**src/rtl/regfile_multiport.sv**
```systemverilog
// Multi-port integer register file with sized/sign-filled writes, prioritised
// same-cycle bypass to every read port, and a sequential clear sweep after reset.
module regfile_multiport #(
    parameter int REG_NUMBER        = 32,
    parameter int REG_ADDR_WIDTH    = $clog2(REG_NUMBER),
    parameter int REG_WIDTH_IN_BYTE = 4,
    parameter int REG_WIDTH_IN_BIT  = REG_WIDTH_IN_BYTE * 8,
    parameter int NUM_READ_PORTS    = 2,
    parameter int NUM_WRITE_PORTS   = 2,
    parameter int SIZE_WIDTH        = 2
) (
    input  logic                                        clk,
    input  logic                                        reset,
    input  logic [NUM_READ_PORTS*REG_ADDR_WIDTH-1:0]    read_addr,
    output logic [NUM_READ_PORTS*REG_WIDTH_IN_BIT-1:0]  read_data,
    input  logic [NUM_WRITE_PORTS-1:0]                  write_enable,
    input  logic [NUM_WRITE_PORTS*REG_ADDR_WIDTH-1:0]   write_addr,
    input  logic [NUM_WRITE_PORTS*REG_WIDTH_IN_BIT-1:0] write_data,
    input  logic [NUM_WRITE_PORTS*SIZE_WIDTH-1:0]       write_size,
    input  logic [NUM_WRITE_PORTS-1:0]                  write_signed,
    output logic                                        ready
);

    localparam logic [0:0] ST_CLEAR = 1'b0;
    localparam logic [0:0] ST_RUN   = 1'b1;

    localparam int LOG2_BYTES = $clog2(REG_WIDTH_IN_BYTE);
    localparam logic [REG_ADDR_WIDTH-1:0] LAST_IDX = REG_ADDR_WIDTH'(REG_NUMBER - 1);
    localparam logic [REG_ADDR_WIDTH-1:0] FIRST_IDX = REG_ADDR_WIDTH'(1);

    logic [0:0]                  state_q, state_d;
    logic [REG_ADDR_WIDTH-1:0]   clear_ptr_q, clear_ptr_d;
    logic [REG_WIDTH_IN_BIT-1:0] regfile_q [REG_NUMBER];

    logic [REG_WIDTH_IN_BIT-1:0] ext     [NUM_WRITE_PORTS];
    logic [REG_ADDR_WIDTH-1:0]   wr_addr [NUM_WRITE_PORTS];

    // Keep the low n bytes of the raw data and fill the rest with zero or the
    // top kept bit; size codes at or beyond full width pass data unchanged.
    function automatic logic [REG_WIDTH_IN_BIT-1:0] extend_data(
        input logic [REG_WIDTH_IN_BIT-1:0] data,
        input logic [SIZE_WIDTH-1:0]       size,
        input logic                        sgn
    );
        logic [REG_WIDTH_IN_BIT-1:0] res;
        logic                        fill;
        int                          nbits;
        int                          size_int;
        size_int = int'(size);
        if (size_int >= LOG2_BYTES) begin
            nbits = REG_WIDTH_IN_BIT;
        end else begin
            nbits = 8 << size_int;
        end
        fill = sgn & data[nbits-1];
        for (int b = 0; b < REG_WIDTH_IN_BIT; b++) begin
            res[b] = (b < nbits) ? data[b] : fill;
        end
        return res;
    endfunction

    always_comb begin
        for (int w = 0; w < NUM_WRITE_PORTS; w++) begin
            wr_addr[w] = write_addr[w*REG_ADDR_WIDTH +: REG_ADDR_WIDTH];
            ext[w]     = extend_data(write_data[w*REG_WIDTH_IN_BIT +: REG_WIDTH_IN_BIT],
                                     write_size[w*SIZE_WIDTH +: SIZE_WIDTH],
                                     write_signed[w]);
        end
    end

    always_comb begin
        state_d     = state_q;
        clear_ptr_d = clear_ptr_q;
        if (state_q == ST_CLEAR) begin
            clear_ptr_d = clear_ptr_q + FIRST_IDX;
            if (clear_ptr_q == LAST_IDX) begin
                state_d = ST_RUN;
            end
        end
    end

    always_ff @(posedge clk) begin
        if (reset) begin
            state_q     <= ST_CLEAR;
            clear_ptr_q <= FIRST_IDX;
        end else begin
            state_q     <= state_d;
            clear_ptr_q <= clear_ptr_d;
        end
    end

    // Array has no reset so it can map onto RAM; later ports override earlier
    // ones on an address collision, giving the higher index priority.
    always_ff @(posedge clk) begin
        if (!reset) begin
            if (state_q == ST_CLEAR) begin
                regfile_q[clear_ptr_q] <= '0;
            end else begin
                for (int w = 0; w < NUM_WRITE_PORTS; w++) begin
                    if (write_enable[w] && (wr_addr[w] != '0)) begin
                        regfile_q[wr_addr[w]] <= ext[w];
                    end
                end
            end
        end
    end

    always_comb begin
        read_data = '0;
        for (int p = 0; p < NUM_READ_PORTS; p++) begin
            logic [REG_ADDR_WIDTH-1:0]   ra;
            logic [REG_WIDTH_IN_BIT-1:0] rd;
            ra = read_addr[p*REG_ADDR_WIDTH +: REG_ADDR_WIDTH];
            rd = '0;
            if ((state_q == ST_RUN) && (ra != '0)) begin
                rd = regfile_q[ra];
                for (int w = 0; w < NUM_WRITE_PORTS; w++) begin
                    if (write_enable[w] && (wr_addr[w] == ra)) begin
                        rd = ext[w];
                    end
                end
            end
            read_data[p*REG_WIDTH_IN_BIT +: REG_WIDTH_IN_BIT] = rd;
        end
    end

    assign ready = (state_q == ST_RUN);

endmodule

```
**config.mk**
```make
export PLATFORM = sky130hd
export DESIGN_NAME = regfile_multiport
export DESIGN_NICKNAME = d
export VERILOG_FILES = /design/src/rtl/regfile_multiport.sv
export SDC_FILE = /design/constraint.sdc
export NUM_CORES = 2
export LEC_CHECK = 0
export ABC_AREA = 1
export BUFFER_PORTS_ARGS = -buffer_cell sky130_fd_sc_hd__buf_4
export CAP_MARGIN = 20
export CORE_ASPECT_RATIO = 1.1
export CORE_MARGIN = 1
export CORE_UTILIZATION = 40
export DETAILED_ROUTE_END_ITERATION = 10
export PLACE_DENSITY = 0.52
export SETUP_SLACK_MARGIN = 0.3
export SLEW_MARGIN = 10
export SYNTH_ARGS = -nofsm -noshare
export SYNTH_HDL_FRONTEND = slang
export SYNTH_SLANG_ARGS = --single-unit
```
**constraint.sdc**
```tcl
create_clock -name clk -period 5.7 [get_ports clk]
set_input_delay 1.14 -clock clk [delete_from_list [all_inputs] [get_ports clk]]
set_output_delay 1.14 -clock clk [all_outputs]
set_load 0.05 [all_outputs]
```
==> flow_summary.yaml <==
run_status:
  outcome: "finished, violations left"
  violations: "DRC"
power:
  vdd_drop_max_mv: 0.2505
  powerDensity_mw_per_mm2: 253.7
  power_leakage_uw: 0.02773
  total_power_uw: 18370
critical_path:
  crit_start: "write_size[1]"
  crit_required_ns: 4.56
  worstSetupStartpointType: "input pin"
  slowest_stage: "a21oi_1"
  critPathCapture: "read_data[16]"
  reg2reg_from: "ready"
  r2r_end: "regfile_q[23][29]"
  endpoint_kind: "output pin"
  ff2ff_setup_slack_ns: 1.61
  cp_top_family: "simple AND/OR/NAND/NOR gates"
  r2r_cells: 10
  path_buf_inv: 5
  path_common_cell: "buf_4"
  critPathKind: "input pin to output pin"
  critical_path_arrival_ns: 4.30
  crit_fanout: 10
  cp.depth: 13
  path_cells: "buf_4, nor2_2, inv_2, ha_1, nand3_1, nand3_1, nand2_4, buf_4, nand2_1, o21ai_0, inv_1, a21oi_1, buf_4"
  cp_slowest_stage_delay_ns: 0.60
placement:
  hpwlAfterDp_mm: 186.4
  port_buffers: 158
  place_inst: 10540
  gp_congestion: 0.9505
routing:
  drc: 1
  postRouteAntennaNets: 0
  routedWlPerCell_um: 29.39
  num_vias: 65550
  vias_per_cell: 6.085
  routed_wl_mm: 316.6
  drtPass1Iterations: 10
  first_iter_violations: 10100
timing:
  setup-violations-final: 0
  fin_crit_sh: 0.9549
  fmax_mhz: 183.7
  max_slew_margin: 0.2069
  hold_viol: 0
  tns_ns: 0
  final.setup_skew_ns: 0.04124
  fin_crit_ns: 5.443
  slew_viol_final: 0
  rsz0062_at_grt: "no"
  hold_slack_ns: 0.5357
  tightest_slew_ns: 1.190
min_path:
  min_path_cells: 2
  hold_path.startpoint: "clear_ptr_q[4]"
  worst_hold_path_type: "flop to flop"
grt:
  grt-busiest-layer: "met2"
  grt_pass1_vias: 59120
  grt_antenna_before_repair: 17
  grt_max_degree: 142
  gr-usage-met3: 0.08047
  use_met2: 0.5667
  grtUsageTotal: 0.3771
  grt_overflow: 0
  grt_use_met1: 0.4978
  grt_pass1_wl_mm: 441.4
logic_synthesis:
  synth_edf_count: 1024
  async_reset_ff_frac: 0
  synth_seq_cells: 1030
  yosys_warnings: 0
  synth-main-ff-cell: "edfxtp_1"
  syn_nets: 8922
  synthDistinctLibCells: 36
  ys_seq_area_frac: 0.4751
  syn_inst: 8824
  synth_area_per_cell_um2: 7.363
  synth_area_mm2: 0.06497
floorplanning:
  floorplan.rows: 154
  io_pins: 159
  die_y_um: 424.7
  dieArea_mm2: 0.1640
  core_area_mm2: 0.1607
  start_util: 0.4043
  die_x_um: 386.3
cts:
  ctsLongestPathBuffers: 3
  clkTransAtPathRegs_ns: 0.06
  cts_htree_levels: 3
  cts_root_buffer: "clkbuf_16"
  cts.sinks: 1030
  cts_inserted_buffers: 119
  cts_tree: "done"
  postCtsHoldBufs: 0
  clkLatencyLatePin_ns: 0.78
layout:
  syn2layout_area_growth_pct: 11.44
  layout-drive-gt1-share: 0.09080
  mostFrequentLayoutCells: "nand2_1, o21ai_0, edfxtp_1, nand3_1, inv_1"
  final_common_cell: "nand2_1"
  fillers: 15910
  nNetsFinal: 8652
  fin_util: 0.4506
  fin_cells: 10770
job:
  cap_violations: 0
[registers in the layout, summed over array words and instances (netlist names)]
name	flops
clear_ptr_q	5
ready	1
regfile_q	1024
[timing repair]
| item | in CTS | in global routing |
|---|---|---|
| gates resized for setup | 0 | 1 |
| endpoints found under the setup margin | 0 | 1 |
| buffers inserted | 0 | 0 |
[final cells by class]
type / instances / area (um^2) / area share
timing repair buffer: 433 / 3824 / 0.05281
clock buffer: 149 / 3176 / 0.04386
antenna: 10 / 25.02 / 0.0003456
tap: 2106 / 2635 / 0.03639
sequential: 1030 / 30870 / 0.4263
multi-input combinational: 6496 / 29400 / 0.4061
clock inverter: 74 / 661.9 / 0.009141
inverter: 474 / 1814 / 0.02506
[cells in the mapped netlist, types with 4 or more instances]
cell type / number / area [um^2]
o21ai_0: 1342 / 6716
clkbuf_1: 466 / 1749
o22ai_1: 4 / 25.02
xnor2_1: 4 / 35.03
nand4_1: 9 / 56.30
buf_6: 6 / 67.56
nor2_1: 369 / 1385
dfxtp_1: 6 / 120.1
o211ai_1: 150 / 1126
ha_1: 4 / 50.05
nand3_1: 956 / 4785
edfxtp_1: 1024 / 30750
or2_2: 19 / 118.9
buf_1: 65 / 244.0
nor2_4: 10 / 112.6
nand3b_1: 9 / 67.56
nand2_2: 6 / 37.54
a21oi_1: 297 / 1486
o21ai_1: 67 / 335.3
inv_1: 442 / 1659
nand2_1: 3113 / 11680
buf_2: 281 / 1406
clkbuf_2: 4 / 20.02
inv_2: 30 / 112.6
nor2_2: 36 / 225.2
nor3_1: 89 / 445.4
[per-stage QoR]
stage | cell area [um^2] | worst slack (ns)
after floorplan | 64970 | 0.6279
after global placement | 68470 | 0.5178
after detailed placement | 68510 | 0.5486
after CTS | 72350 | 0.5331
after global routing | 72390 | 0.3057
final | 72410 | 0.2568
[worst min path at each step]
stage / to / slack (ns)
after floorplan: clear_ptr_q[4] / 0.47
after global placement: clear_ptr_q[4] / 0.51
after detailed placement: clear_ptr_q[4] / 0.52
after CTS: clear_ptr_q[4] / 0.53
after global routing: clear_ptr_q[4] / 0.57
final: clear_ptr_q[4] / 0.54
[worst min-delay path, stage by stage, from the launching register on]
cell	delay [ns]
dfxtp_1	0.31
inv_1	0.08
o21ai_0	0.09
[power breakdown]
part           internal (uW)  switching [uW]
Combinational            545            1680
Sequential              8260            19.9
Clock                   4450            3410
Total                  13300            5110
[logic make-up after synthesis]
| family | after synthesis | share of synthesized area |
|---|---|---|
| buf+inv | 1298 | 0.08129 |
| flops | 1030 | 0.4751 |
| xor+xnor | 5 | 0.0006740 |
| fa+ha+maj | 4 | 0.0007703 |
| simple gates | 4621 | 0.2922 |
| compound gates | 1866 | 0.1499 |
[layer usage]
layer	wire (um)	vias to the layer above	part of all wire
met2	137300	4708	0.43
met3	38280	981	0.12
met4	20570	10	0.065
met1	120300	30840	0.38
met5	78	-	0.00025
li1	-	29010	-
(Power assumes the default switching activity.)
